`src/rtl/fir_share_pkg.sv`:
```
// Shared FSM encoding and default parameter values for the FIR sharing arbiter.
package fir_share_pkg;

  typedef logic [1:0] state_t;

  localparam state_t IDLE   = 2'b00;
  localparam state_t STREAM = 2'b01;
  localparam state_t FREEZE = 2'b10;
  localparam state_t FLUSH  = 2'b11;

  localparam int DW_DEFAULT      = 16;
  localparam int PKT_LEN_DEFAULT = 12;
  localparam int IPD_DEFAULT     = 6;

endpackage

```
`src/rtl/fir_share_rr.sv`:
```
// 2-way grant logic for fir_share_arbiter. FIR_SHARE_RR_EN selects round-robin
// (with last-grant register); otherwise fixed priority, source 0 first.
module fir_share_rr (
`ifdef FIR_SHARE_RR_EN
  input  logic clk,
  input  logic Reset_n,
  input  logic grant_en,
`endif
  input  logic req0,
  input  logic req1,
  output logic grant
);

`ifdef FIR_SHARE_RR_EN
  logic last_grant;

  always_comb begin
    grant = 1'b0;
    if (req0 && req1) grant = ~last_grant;
    else if (req1)    grant = 1'b1;
  end

  // Resets to 1 so the first contested grant after reset goes to source 0.
  always_ff @(posedge clk or negedge Reset_n) begin
    if (!Reset_n)      last_grant <= 1'b1;
    else if (grant_en) last_grant <= grant;
  end
`else
  always_comb grant = req1 && !req0;
`endif

endmodule

```
`src/rtl/fir_share_arbiter.sv`:
```
// Shares one FIR input between two sample sources, packet by packet, with a
// zero-sample flush after each packet. Optional macro: FIR_SHARE_RR_EN.
module fir_share_arbiter
  import fir_share_pkg::*;
#(
  parameter int DW      = DW_DEFAULT,
  parameter int PKT_LEN = PKT_LEN_DEFAULT,
  parameter int IPD     = IPD_DEFAULT
) (
  input  logic          clk,
  input  logic          Reset_n,
  input  logic          Valid0,
  input  logic          Valid1,
  input  logic [DW-1:0] X0,
  input  logic [DW-1:0] X1,
  output logic          Ready0,
  output logic          Ready1,
  input  logic          Hold,
  output logic          Valid_out,
  output logic [DW-1:0] X_out,
  output logic          Src_id,
  output logic          Packet_Done,
  output logic          Busy
);

  localparam int FW = $clog2(IPD + 1);

  state_t        state;
  logic [3:0]    count;
  logic [FW-1:0] flush_cnt;
  logic          src_id;
  logic          grant;
  logic          gnt_valid;
  logic [DW-1:0] gnt_x;
  logic          accept;

  always_comb begin
    gnt_valid = src_id ? Valid1 : Valid0;
    gnt_x     = src_id ? X1 : X0;
    Ready0    = (state == STREAM) && !Hold && !src_id;
    Ready1    = (state == STREAM) && !Hold &&  src_id;
    accept    = gnt_valid && (Ready0 || Ready1);
    Busy      = (state != IDLE);
    Src_id    = src_id;
  end

`ifdef FIR_SHARE_RR_EN
  logic grant_en;

  always_comb grant_en = (state == IDLE) && (Valid0 || Valid1);
`endif

  fir_share_rr u_rr (
`ifdef FIR_SHARE_RR_EN
    .clk      (clk),
    .Reset_n  (Reset_n),
    .grant_en (grant_en),
`endif
    .req0     (Valid0),
    .req1     (Valid1),
    .grant    (grant)
  );

  always_ff @(posedge clk or negedge Reset_n) begin
    if (!Reset_n) begin
      state       <= IDLE;
      count       <= '0;
      flush_cnt   <= '0;
      src_id      <= 1'b0;
      X_out       <= '0;
      Valid_out   <= 1'b0;
      Packet_Done <= 1'b0;
    end else begin
      Valid_out   <= 1'b0;
      Packet_Done <= 1'b0;
      case (state)
        IDLE: begin
          if (Valid0 || Valid1) begin
            src_id <= grant;
            count  <= '0;
            state  <= STREAM;
          end
        end
        STREAM: begin
          // Ready already folds in Hold, so a missed accept always means freeze.
          if (accept) begin
            X_out     <= gnt_x;
            Valid_out <= 1'b1;
            if (count == 4'(PKT_LEN - 1)) begin
              count       <= '0;
              Packet_Done <= 1'b1;
              flush_cnt   <= '0;
              state       <= FLUSH;
            end else begin
              count <= count + 4'd1;
            end
          end else begin
            state <= FREEZE;
          end
        end
        FREEZE: begin
          if (!Hold && gnt_valid) state <= STREAM;
        end
        FLUSH: begin
          X_out     <= '0;
          Valid_out <= 1'b1;
          if (flush_cnt == FW'(IPD - 1)) state <= IDLE;
          else                           flush_cnt <= flush_cnt + FW'(1);
        end
        default: state <= IDLE;
      endcase
    end
  end

endmodule

```
`config.mk`:
```
export PLATFORM = sky130hd
export DESIGN_NAME = fir_share_arbiter
export DESIGN_NICKNAME = d
export VERILOG_FILES = /design/src/rtl/fir_share_pkg.sv /design/src/rtl/fir_share_rr.sv /design/src/rtl/fir_share_arbiter.sv
export SDC_FILE = /design/constraint.sdc
export NUM_CORES = 1
export LEC_CHECK = 0
export ABC_AREA = 1
export ABC_CLOCK_PERIOD_IN_PS = 2400
export CORE_UTILIZATION = 40
export CTS_BUF_LIST = sky130_fd_sc_hd__clkbuf_16
export DETAILED_ROUTE_END_ITERATION = 8
export PLACE_DENSITY_LB_ADDON = 0.08
export SYNTH_ARGS = -nofsm -noshare
export SYNTH_HDL_FRONTEND = slang
export SYNTH_SLANG_ARGS = --single-unit
```
`constraint.sdc`:
```
create_clock -name clk -period 2.4 [get_ports clk]
set_input_delay 0.24 -clock clk [delete_from_list [all_inputs] [get_ports clk]]
set_output_delay 0.24 -clock clk [all_outputs]
set_load 0.05 [all_outputs]
```
==> impl_metrics.yaml <==
worst_setup_path:
  r2r_cells: 9
  reg2reg_from: "Src_id"
  cp_cell_sequence: "nor2_1 > inv_1 > clkdlybuf4s50_1"
  crit_type: "flop to output port"
  required_ns: 2.16
  crit_path_end_kind: "output port"
  crit_fanout: 7
  cpMaxStageDelayCell: "clkdlybuf4s50_1"
  worstPathArrival_ns: 1.76
  critPathMaxStageDelay_ns: 0.71
  rrSetupSlack_ns: 0.61
  regToRegEndpoint: "count[0]"
  start_kind: "flop"
sta:
  final.period_utilization_pct: 83.3
  clock-skew-final_ns: 0.00149
  max_freq_mhz: 500
  rsz0062_at_grt: "false"
  fin_crit_ns: 2.00
  final-hold-violation-count: 0
  max_slew_margin_pct: 65.2
  worst_pin_slew_ns: 0.520
  setup_violations: 0
  final.setup.tns_ns: 0
  final_max_slew_viol_count: 0
  whs_ns: 0.362
clock_tree:
  cts_buffers: 3
  path_clk_slew_ns: 0.06
  ctsHtreeMaxLevel: 1
  cts_num_sinks: 28
  post_cts_resized: 0
  cts_root_buffer: "clkbuf_16"
  hold_buffers: 0
  insertion_delay_ns: 0.26
  cts_tree: "yes"
  clockBufferDepth: 2
  cts_setup_buffers: 0
floorplanning:
  coreArea_sq_um: 3690
  initial_utilization_pct: 41.8
  die_h_microns: 64.1
  die_w_microns: 64.1
  rows: 22
  ios: 59
  die_area_sq_um: 4100
placement:
  gpl.final_weighted_congestion: 0.748
  dp_hpwl_microns: 2800
  io_buffers: 58
logic_synthesis:
  synth_fa_ha_area_share_pct: 2.44
  synth_compound_area_share_pct: 15.6
  yosys.area_share.simple_pct: 28.7
  yosys.area.top_type_share_pct: 45.5
  yosysTopAreaCell: "dfrtp_1"
  netlist_instances: 179
  synth_cell_types: 22
  synth_mux_area_share_pct: 0
  syn_nets: 219
  synth-seq-cells: 28
  yosysSeqAreaShare_pct: 45.5
  syn_avg_cell_area_sq_um: 8.60
  synth_top_family_by_area: "simple AND/OR/NAND/NOR gates"
  yosys.area_share.xor_xnor_pct: 0.569
  synthesis.area_sq_um: 1540
  yosysWarningCount: 0
  yosys-top-cells-area: "dfrtp_1 45%, o31ai_2 11%, nor2_1 9.7%, nand3_1 7.5%, nand2_1 5.8%"
finish:
  area_delta_synth_final_pct: 44.6
  diodes: 0
  final_common_cell: "clkdlybuf4s50_1"
  nNetsFinal: 277
  drive_above_1_share_pct: 13.1
  layout_common_cells: "56 x clkdlybuf4s50_1, 40 x nor2_1, 28 x dfrtp_1"
  fillers: 343
routing:
  viasPerCell: 4.99
  dr.pass1.iters: 4
  wl_per_cell_microns: 13.4
  wl_met2_microns: 1910
  wl_met1_microns: 1690
  wl_met3_microns: 185
  dr.max_layer_used: "met4"
  drtIter0Drc: 83
  antenna_left: 0
  drcViolationCount: 0
  routed_wl_microns: 3810
  vias: 1418
power_and_ir_drop:
  power.switching_w: 0.00108
  p_leak_nw: 1.01
  pwr-share-clk_pct: 15.8
  p_int_w: 0.00125
  ir_drop_v: 0.000656
  sw_frac_of_total_pct: 46.4
  seq_power_share_pct: 30.4
  p_comb_share_pct: 53.8
  powerDensity_nw_per_um2: 1050
  total_power_w: 0.00234
run:
  cap_violations: 0
global_routing:
  grtUsageTotal_pct: 19.2
  antenna_found_initial: 0
  grt_pass1_vias: 1352
  grt_first_pass_wirelength_microns: 6150
  grt-ovfl-total: 0
  grt_max_degree: 36
status:
  run_status: "finished, final reports clean"
hold_path:
  hp-class: "input pin to async pin"
logic make-up after synthesis:
logic type | after synthesis
flip-flops | 28
buffers and inverters | 21
adder cells (fa/ha/maj) | 3
XOR/XNOR | 1
AND/OR/NAND/NOR | 99
AO/OA/AOI/OAI | 27
sequential cells by signal, indices dropped and copies added, names as in the netlist:
register,count
flush_cnt,3
Valid_out,1
Src_id,1
X_out,16
Packet_Done,1
count,4
state,2
routing by layer:
layer / vias to the layer above / track usage, %
met2: 33 / 34.8
met4: 0 / 5.11
met1: 674 / 23.3
met5: - / 0
li1: 709 / -
met3: 2 / 3.21
power groups by stage:
stage / Combinational [W] / Clock [W] / Sequential (W)
2_1_floorplan: 0.000700 / 0 / 0.000917
3_3_place_gp: 0.00124 / 0 / 0.000710
3_5_place_dp: 0.00127 / 0 / 0.000719
4_1_cts: 0.00127 / 0.000383 / 0.000710
5_1_grt: 0.00138 / 0.000402 / 0.000730
6_report: 0.00126 / 0.000370 / 0.000710
worst max-delay path by stage:
stage | startpoint | to
6_report | state[0] | Busy
5_1_grt | state[0] | Busy
4_1_cts | state[0] | Busy
3_5_place_dp | Valid1 | count[2]
3_3_place_gp | Valid1 | count[2]
2_1_floorplan | Src_id | Ready1
critical path: cells and delay by family, from the launching register on:
| kind | cells | cell delay, ns |
|---|---|---|
| flip-flops | 1 | 0.46 |
| AND/OR/NAND/NOR | 1 | 0.25 |
| buffers and inverters | 2 | 0.79 |
final cells by class:
| class | count | area (sq um) | share of cell area, % |
|---|---|---|---|
| clock inverters | 1 | 3.75 | 0.169 |
| clock buffers | 3 | 75.1 | 3.37 |
| inverters | 13 | 48.8 | 2.19 |
| flip-flops and latches | 28 | 701 | 31.5 |
| multi-input cells | 130 | 728 | 32.7 |
| well taps | 48 | 60.1 | 2.70 |
| repair buffers | 61 | 611 | 27.4 |
synth_stat cells (all sizes together):
| cell | n |
|---|---|
| ha | 3 |
| nand4 | 3 |
| nand2 | 30 |
| o21ai | 7 |
| or2 | 1 |
| nor2 | 41 |
| buf | 8 |
| dfrtp | 28 |
| inv | 13 |
| xnor2 | 1 |
| nand3 | 23 |
| nand3b | 1 |
| o31ai | 16 |
| a21oi | 4 |
metrics by stage:
| step | std cells | utilization (%) | setup slack, ns | area [sq um] |
|---|---|---|---|---|
| CTS | 284 | 60.4 | 0.394 | 2230 |
| finish | 284 | 60.4 | 0.401 | 2230 |
| global route | 284 | 60.4 | 0.295 | 2230 |
| detailed placement | 280 | 58.2 | 0.599 | 2150 |
| floorplan | 179 | - | 0.493 | 1540 |
| global placement | 280 | 58.2 | 0.660 | 2150 |
(Power assumes the default switching activity.)
